### config.mk
export PLATFORM = sky130hd
export DESIGN_NAME = serial_add_sequencer_flat
export DESIGN_NICKNAME = d
export VERILOG_FILES = /design/src/rtl/serial_add_sequencer_if.sv /design/src/rtl/serial_add_sequencer.sv /design/src/flat_wrapper.sv
export SDC_FILE = /design/constraint.sdc
export NUM_CORES = 1
export LEC_CHECK = 0
export BUFFER_PORTS_ARGS = -buffer_cell sky130_fd_sc_hd__buf_2
export CAP_MARGIN = 20
export CORE_ASPECT_RATIO = 0.8
export CORE_MARGIN = 2
export CORE_UTILIZATION = 40
export CTS_CLUSTER_SIZE = 10
export DETAILED_ROUTE_END_ITERATION = 10
export SETUP_SLACK_MARGIN = 0.4
export SLEW_MARGIN = 40
export SYNTH_ARGS = -nofsm -noshare
export SYNTH_HDL_FRONTEND = slang
export SYNTH_SLANG_ARGS = --single-unit
### constraint.sdc
create_clock -name clk -period 2.3 [get_ports clk]
set_clock_uncertainty 0.1 [all_clocks]
set_input_delay 0.23 -clock clk [delete_from_list [all_inputs] [get_ports clk]]
set_output_delay 0.23 -clock clk [all_outputs]
set_load 0.03 [all_outputs]
### src/rtl/serial_add_sequencer_if.sv
// rtl/serial_add_sequencer_if.sv - request/result bundle for the serial add/subtract unit
//
// Signals:
//   start        request, accepted only while busy=0
//   A, B         operands, sampled on the accepting edge only
//   Sign         1 = signed flag semantics, 0 = unsigned
//   Sub          1 = A-B, 0 = A+B
//   busy         slices are being computed
//   done         one-cycle pulse when S/Z/V/N are valid
//   S, Z, V, N   result and zero/overflow-carry/negative flags
// Modports: master drives the request side, slave is the sequencer.
interface serial_add_sequencer_if #(
   parameter int WIDTH = 32
);
   logic             start;
   logic [WIDTH-1:0] A;
   logic [WIDTH-1:0] B;
   logic             Sign;
   logic             Sub;
   logic             busy;
   logic             done;
   logic [WIDTH-1:0] S;
   logic             Z;
   logic             V;
   logic             N;

   modport master (
      output start, A, B, Sign, Sub,
      input  busy, done, S, Z, V, N
   );

   modport slave (
      input  start, A, B, Sign, Sub,
      output busy, done, S, Z, V, N
   );
endinterface

### src/rtl/serial_add_sequencer.sv
// rtl/serial_add_sequencer.sv - multi-cycle add/subtract through one SLICE-bit carry slice
//
// Ports:
//   clk    system clock, rising edge
//   reset  synchronous, active-high
//   bus    serial_add_sequencer_if.slave (start/A/B/Sign/Sub in, busy/done/S/Z/V/N out)
// Operands are captured on the accepting edge; WIDTH/SLICE RUN cycles follow,
// then a single DONE cycle in which S/Z/V/N become valid.
module serial_add_sequencer #(
   parameter int WIDTH = 32,
   parameter int SLICE = 4
) (
   input  logic                  clk,
   input  logic                  reset,
   serial_add_sequencer_if.slave bus
);
   localparam int NSTEP  = WIDTH / SLICE;
   localparam int STEP_W = (NSTEP > 1) ? $clog2(NSTEP) : 1;

   typedef enum logic [1:0] {
      IDLE = 2'd0,
      RUN  = 2'd1,
      DONE = 2'd2
   } state_t;

   state_t state, next_state;

   logic [WIDTH-1:0]  a_reg;
   logic [WIDTH-1:0]  b_reg;      // already inverted for subtraction
   logic [WIDTH-1:0]  res;        // partial result, filled from the top
   logic              carry;
   logic              sign_reg;
   logic              sub_reg;
   logic [STEP_W-1:0] step;

   logic [WIDTH-1:0]  s_reg;
   logic              z_reg;
   logic              v_reg;
   logic              n_reg;

   logic              accept;
   logic              busy_c;
   logic              done_c;
   logic              last_step;

   logic [SLICE:0]    slice_full;   // slice sum with carry-out in the top bit
   logic [SLICE-1:0]  slice_low;    // lower SLICE-1 bits; top bit is carry into slice MSB
   logic [WIDTH-1:0]  res_next;
   logic              fin_c_out;
   logic              fin_c_msb;

   // Carry slice and result shift
   always_comb begin
      slice_full = {1'b0, a_reg[SLICE-1:0]} + {1'b0, b_reg[SLICE-1:0]}
                 + {{SLICE{1'b0}}, carry};
      slice_low  = {1'b0, a_reg[SLICE-2:0]} + {1'b0, b_reg[SLICE-2:0]}
                 + {{(SLICE-1){1'b0}}, carry};
      res_next   = {slice_full[SLICE-1:0], res[WIDTH-1:SLICE]};
      // On the last step the slice holds the operand MSB, so its internal
      // carry into the top bit is the carry into the word MSB.
      fin_c_out  = slice_full[SLICE];
      fin_c_msb  = slice_low[SLICE-1];
      last_step  = (step == STEP_W'(NSTEP - 1));
   end

   // Next-state and handshake outputs
   always_comb begin
      next_state = state;
      busy_c     = 1'b0;
      done_c     = 1'b0;
      accept     = 1'b0;
      case (state)
         IDLE: begin
            if (bus.start) begin
               accept     = 1'b1;
               next_state = RUN;
            end
         end
         RUN: begin
            busy_c = 1'b1;
            if (last_step) begin
               next_state = DONE;
            end
         end
         DONE: begin
            done_c = 1'b1;
            if (bus.start) begin
               accept     = 1'b1;
               next_state = RUN;
            end else begin
               next_state = IDLE;
            end
         end
         default: begin
            next_state = IDLE;
         end
      endcase
   end

   always_ff @(posedge clk) begin
      if (reset) begin
         state <= IDLE;
      end else begin
         state <= next_state;
      end
   end

   always_ff @(posedge clk) begin
      if (reset) begin
         a_reg    <= '0;
         b_reg    <= '0;
         res      <= '0;
         carry    <= 1'b0;
         sign_reg <= 1'b0;
         sub_reg  <= 1'b0;
         step     <= '0;
         s_reg    <= '0;
         z_reg    <= 1'b0;
         v_reg    <= 1'b0;
         n_reg    <= 1'b0;
      end else if (accept) begin
         a_reg    <= bus.A;
         b_reg    <= bus.B ^ {WIDTH{bus.Sub}};
         sign_reg <= bus.Sign;
         sub_reg  <= bus.Sub;
         carry    <= bus.Sub;          // +1 completes the two's-complement of B
         res      <= '0;
         step     <= '0;
      end else if (state == RUN) begin
         a_reg <= a_reg >> SLICE;
         b_reg <= b_reg >> SLICE;
         res   <= res_next;
         carry <= fin_c_out;
         if (last_step) begin
            s_reg <= res_next;
            z_reg <= (res_next == '0);
            if (sign_reg) begin
               n_reg <= res_next[WIDTH-1];
               v_reg <= fin_c_msb ^ fin_c_out;
            end else begin
               n_reg <= 1'b0;
               v_reg <= sub_reg ? ~fin_c_out : fin_c_out;  // borrow on subtract
            end
         end else begin
            step <= step + STEP_W'(1);
         end
      end
   end

   assign bus.busy = busy_c;
   assign bus.done = done_c;
   assign bus.S    = s_reg;
   assign bus.Z    = z_reg;
   assign bus.V    = v_reg;
   assign bus.N    = n_reg;
endmodule

### src/flat_wrapper.sv
// flat-port wrapper written by rule: the top's interface ports become plain ports
module serial_add_sequencer_flat 
#(
   parameter int WIDTH = 32,
   parameter int SLICE = 4
)
  (clk, reset, bus_start, bus_A, bus_B, bus_Sign, bus_Sub, bus_busy, bus_done, bus_S, bus_Z, bus_V, bus_N);
  serial_add_sequencer_if #(.WIDTH(WIDTH)) bus_i ();
  input  logic clk;
  input  logic reset;
  input wire logic [$bits(bus_i.start)-1:0] bus_start;
  input wire logic [$bits(bus_i.A)-1:0] bus_A;
  input wire logic [$bits(bus_i.B)-1:0] bus_B;
  input wire logic [$bits(bus_i.Sign)-1:0] bus_Sign;
  input wire logic [$bits(bus_i.Sub)-1:0] bus_Sub;
  output wire logic [$bits(bus_i.busy)-1:0] bus_busy;
  output wire logic [$bits(bus_i.done)-1:0] bus_done;
  output wire logic [$bits(bus_i.S)-1:0] bus_S;
  output wire logic [$bits(bus_i.Z)-1:0] bus_Z;
  output wire logic [$bits(bus_i.V)-1:0] bus_V;
  output wire logic [$bits(bus_i.N)-1:0] bus_N;
  assign bus_i.start = bus_start;
  assign bus_i.A = bus_A;
  assign bus_i.B = bus_B;
  assign bus_i.Sign = bus_Sign;
  assign bus_i.Sub = bus_Sub;
  assign bus_busy = bus_i.busy;
  assign bus_done = bus_i.done;
  assign bus_S = bus_i.S;
  assign bus_Z = bus_i.Z;
  assign bus_V = bus_i.V;
  assign bus_N = bus_i.N;
  serial_add_sequencer #(.WIDTH(WIDTH), .SLICE(SLICE)) u_core (.clk(clk), .reset(reset), .bus(bus_i));
endmodule
==> impl_metrics.ini, run 1 <==
[synth]
syn_area_per_cell_sq_um = 8.38
synth-seq-cells = 135
synth.area.top_cells = dfxtp_1, nand2_1, a21oi_1
syn_nets = 725
synth_cell_type_count = 34
synth_top_area_cell = dfxtp_1
synth_seq_area_share_pct = 49.7
yosys_warnings = 0
yosysTopAreaCellShare_pct = 49.7
synthCells = 649
synth_area_sq_um = 5440

[detailed_routing]
via_count = 4847
drtAntennaViolNets = 0
dr.pass1.iters = 5
routed_wl_microns = 13800
post_drt_via_cell_ratio = 5.11
drt_iter0_drc = 386
wire_per_inst_microns = 14.6
drc_errors = 0

[cells_and_area]
finish.instance_area_sq_um = 7020
nFillCells = 1270
antennaDiodeCount = 0
seqCellArea_sq_um = 2710
layout_common_cells = nand2_1, dfxtp_1, a21oi_1, buf_2, a22oi_1
fin_util_pct = 52.4
multi_input_area_sq_um = 2520
drive_above_1_share_pct = 21.7
area_delta_synth_final_pct = 29.1
finalNetCount = 831
mostFrequentLayoutCell = nand2_1

[timing]
tns_ps = 0
final-setup-viol-count = 0
holdWs_ps = 5.38
slew_headroom_pct = 66.1
maxSlewViolCount = 0
min_period_ps = 2060
rsz0062_at_grt = true
fin_crit_sh_pct = 89.7
worst_slew_pin_slew_ps = 508
hold_violations = 0
clock.fmax_mhz = 484

[grt]
first_global_vias = 4664
grt_pass1_wl_microns = 22800
antenna_found_initial = 0
grt_max_degree = 66
globalRouteOverflowTotal = 0
grt_use_total_pct = 19.9

[worst_setup_path]
timing.rr.start = u_core.a_reg[0]
r2r_end = u_core.bus.Z
worstSetupPathType = flip-flop to flip-flop
required_ps = 2560
cp-start-kind = flip-flop
reg2reg_depth = 6
crit_arrival_ps = 2320
critical_path.endpoint_type = flip-flop
cp_max_fo = 3
rrSetupSlack_ps = 240

[clock_network]
clockRootBuffer = clkbuf_16
clk_pin_slew_worst_paths_ps = 60
insertion_delay_ps = 420
htreeDepth = 4
cts_tree = done
cts_inserted_buffers = 17
clock-sinks = 135
clk_path_buf_depth = 2

[floorplan]
core_area_sq_um = 13400
num_io_pins = 106
die_area_sq_um = 14600
chipWidth_microns = 134
initial_utilization_pct = 40.6
fp.dieH_microns = 108
rows = 38

[hold_path]
min_from = bus_A[11]
holdPathEnd = u_core.a_reg[11]
holdPathStages = 3
hold_path_class = input pin to flip-flop

[job]
drv_cap = 0

[placed_design]
portBuffers = 105
place_congestion = 0.779
placed_cell_area_sq_um = 6120
place_hpwl_microns = 9030

[pwr]
power_density_nw_per_um2 = 854
ir_drop_v = 0.000530
p_total_mw = 6.00
p_leak_nw = 2.77

[status]
outcome = finished clean
==> timing repair <==
action,CTS,global route
hold endpoints to repair,18,0
cloned,1,0
setup buffers,0,1
hold buffers,18,0
setup endpoints to repair,4,5
pin swaps,0,1
resized for setup,6,4
==> kinds of logic (layout without fill, tap and decap cells) <==
logic type                 Yosys count  count (layout)  synth area share [%]
AOI/OAI and AO/OA                  192             192                  20.9
xor gates and xnor gates            34              34                  5.47
adders and majority gates            7               7                  1.89
buffers and inverters               55             174                  4.71
and+or+nand+nor                    224             224                  17.0
muxes                                2               2                 0.368
DFF                                135             135                  49.7
==> area by class of cell <==
type	count	area share (%)
sequential	135	38.5
multi-input combinational	459	35.9
timing repair buffer	141	12.9
clock buffer	21	6.84
tap	180	3.21
clock inverter	11	2.42
inverter	1	0.160
==> worst max-delay path: stages (launching register included) <==
cell and delay, ps:
dfxtp_2 330, fa_2 410, fa_2 460, nor4_2 160
nand4_1 110, or3_1 320, o21ai_1 110
==> per-layer routing <==
layer	vias up	GRT usage (%)	share of wire, %
li1	2441	-	-
met1	2272	26.5	49
met2	123	30.8	45
met3	11	6.89	5.0
met4	0	5.94	0.85
met5	-	0	0
==> metrics by stage <==
step / instances / setup slack [ps]
CTS: 947 / 198
detailed placement: 896 / 181
floorplan: 649 / 307
finish: 948 / 236
global placement: 896 / 201
global route: 948 / 125
==> power by group <==
group	internal, mW	switching (mW)	leakage [nW]	total [mW]
Clock	1.93	1.00	0.311	2.93
Sequential	2.44	0.0587	1.10	2.49
Combinational	0.246	0.331	1.36	0.577
Total	4.61	1.39	2.77	6.00
==> how the worst max path moves through the flow <==
stage                    startpoint           end  slack [ps]  depth (start not counted)
detailed placement  u_core.a_reg[0]  u_core.bus.Z         180                          6
CTS                 u_core.a_reg[0]  u_core.bus.Z         200                          6
finish              u_core.a_reg[0]  u_core.bus.Z         240                          6
floorplan           u_core.a_reg[0]  u_core.bus.Z         310                          6
global placement    u_core.a_reg[0]  u_core.bus.Z         200                          6
global route        u_core.a_reg[0]  u_core.bus.Z         120                          6
==> cell usage after synthesis <==
cell type and count:
nand2_1 173, dfxtp_1 135, a21oi_1 119, a22oi_1 65, xor2_1 32, clkbuf_1 26, nor2_1 22, buf_2 19
buf_4 7, nor4_1 7, ha_1 5, or3_1 4, nand3_1 3, nand3b_1 3, a211oi_1 2, and3b_1 2
buf_1 2, fa_1 2, mux2i_1 2, nand4_1 2, nor2b_1 2, o21ai_0 2, xnor2_1 2, a21boi_0 1
a21o_1 1, a31oi_1 1, and4bb_1 1, inv_2 1, nand2b_1 1, nand2b_2 1, nor3_1 1, o21ai_1 1
or2_1 1, or4_1 1
No activity file was read; power rests on OpenSTA's default activity.
==> run 2: changes to the inputs <==
Settings changed: RECOVER_POWER set to 25.
==> run 2 against run 1 <==
  * Worst hold slack lost 1.3 ps
  * First-iteration DRC count down 2.6%
  * Critical endpoint unchanged
  * Largest cell class unchanged
  * Critical path type unchanged
  * Utilization down 0.41 points
==> impl_metrics.ini, run 2 (synthesis results as in run 1) <==
[timing]
maxSlewViolCount = 0
worst_slew_pin_slew_ps = 641
fin_crit_sh_pct = 90.0
hold_violations = 0
final-setup-viol-count = 0
tns_ps = 0
slew_headroom_pct = 57.3
clock.fmax_mhz = 483
rsz0062_at_grt = true
min_period_ps = 2070
fin_ws_ps = 230

[job]
drv_cap = 0

[detailed_routing]
drt_iter0_drc = 376
wire_per_inst_microns = 14.6
drtAntennaViolNets = 0
via_count = 4872
routed_wl_microns = 13900
drc_errors = 0
post_drt_via_cell_ratio = 5.14
dr.pass1.iters = 5

[cells_and_area]
mostFrequentLayoutCell = nand2_1
final_cells = 948
antennaDiodeCount = 0
area_delta_synth_final_pct = 28.1
finalNetCount = 831
fin_util_pct = 52.0
layout_common_cells = nand2_1, dfxtp_1, a21oi_1, buf_2, a22oi_1
drive_above_1_share_pct = 16.9

[worst_setup_path]
cp-start-kind = flip-flop
worstSetupPathType = flip-flop to flip-flop
critical_path.endpoint_type = flip-flop
reg2reg_depth = 6
required_ps = 2560
crit_arrival_ps = 2330
cp_max_fo = 3

[pwr]
p_int_mw = 4.61
ir_drop_v = 0.000533
p_switching_mw = 1.40
power_density_nw_per_um2 = 861
comb_power_share_pct = 9.6
power_frac_seq_pct = 41.6
p_total_mw = 6.00
switching_share_pct = 23.3
clkPwrFrac_pct = 48.9
p_leak_nw = 2.61

[clock_network]
htreeDepth = 4
clk_pin_slew_worst_paths_ps = 60
insertion_delay_ps = 420
clk_path_buf_depth = 2
clockRootBuffer = clkbuf_16
cts_tree = done
cts_inserted_buffers = 17
clock-sinks = 135

[grt]
grt_max_degree = 66
globalRouteOverflowTotal = 0
grt_pass1_wl_microns = 22800
grt_use_total_pct = 19.9
first_global_vias = 4664
antenna_found_initial = 0

[hold_path]
holdPathStages = 3
hold_path_class = input pin to flip-flop

[placed_design]
place_congestion = 0.779
place_hpwl_microns = 9030
preCtsSetupSlack_ps = 181
placed_cells = 896
portBuffers = 105

[floorplan]
fp.dieH_microns = 108
initial_utilization_pct = 40.6
die_area_sq_um = 14600
chipWidth_microns = 134
core_area_sq_um = 13400
num_io_pins = 106
rows = 38

[status]
outcome = finished clean
## run 2: per-layer routing
metal / global-route usage [%] / routed length, microns / share of wire, %
met5: 0 / 0 / 0
met4: 5.94 / 142 / 1.0
met3: 6.89 / 683 / 4.9
met2: 30.8 / 6280 / 45
met1: 26.5 / 6780 / 49
## run 2: power by group through the flow
| stage | combinational, mW | sequential, mW | clock [mW] |
|---|---|---|---|
| finish | 0.575 | 2.49 | 2.93 |
| global route | 0.639 | 2.50 | 3.10 |
| CTS | 0.573 | 2.49 | 2.99 |
| detailed placement | 0.527 | 2.54 | 0 |
| global placement | 0.516 | 2.54 | 0 |
| floorplan | 0.371 | 2.53 | 0 |
## run 2: area by class of cell
class                   count  area [sq um]
fillers                  1296          6440
flip-flops and latches    135          2700
clock buffers              21           480
clock inverters            11           170
repair buffers            141           862
well taps                 180           225
inverters                   1          11.3
multi-input cells         459          2510
## run 2: worst max-delay path, cell delays in order, from the launching register on
cell	delay (ps)
dfxtp_2	330
fa_2	410
fa_2	460
nor4_2	170
nand4_1	110
or3_1	320
o21ai_1	110
## run 2: path summary, 6_finish.rpt
| path | start | endpoint | slack, ps |
|---|---|---|---|
| setup / recovery | u_core.a_reg[0] | u_core.bus.Z | 230 |
| hold / removal | bus_A[8] | u_core.a_reg[8] | 4 |
| setup reg to reg | u_core.a_reg[0] | u_core.bus.Z | 230 |
| hold reg to reg | u_core.bus.S[11] | u_core.bus.S[11] | 350 |
## run 2: repair_timing
action	CTS	global route
buffers inserted	0	1
endpoints found under the hold margin	18	0
gates resized for setup	6	4
gates cloned	1	0
pin swaps	0	1
endpoints found under the setup margin	4	5
hold buffers	18	0
## run 2: metrics by stage
step                hold slack [ps]  instance area [sq um]
floorplan                       277                   5450
CTS                           0.229                   7000
global route                   15.9                   6970
finish                         4.07                   6970
detailed placement              346                   6120
global placement                341                   6120
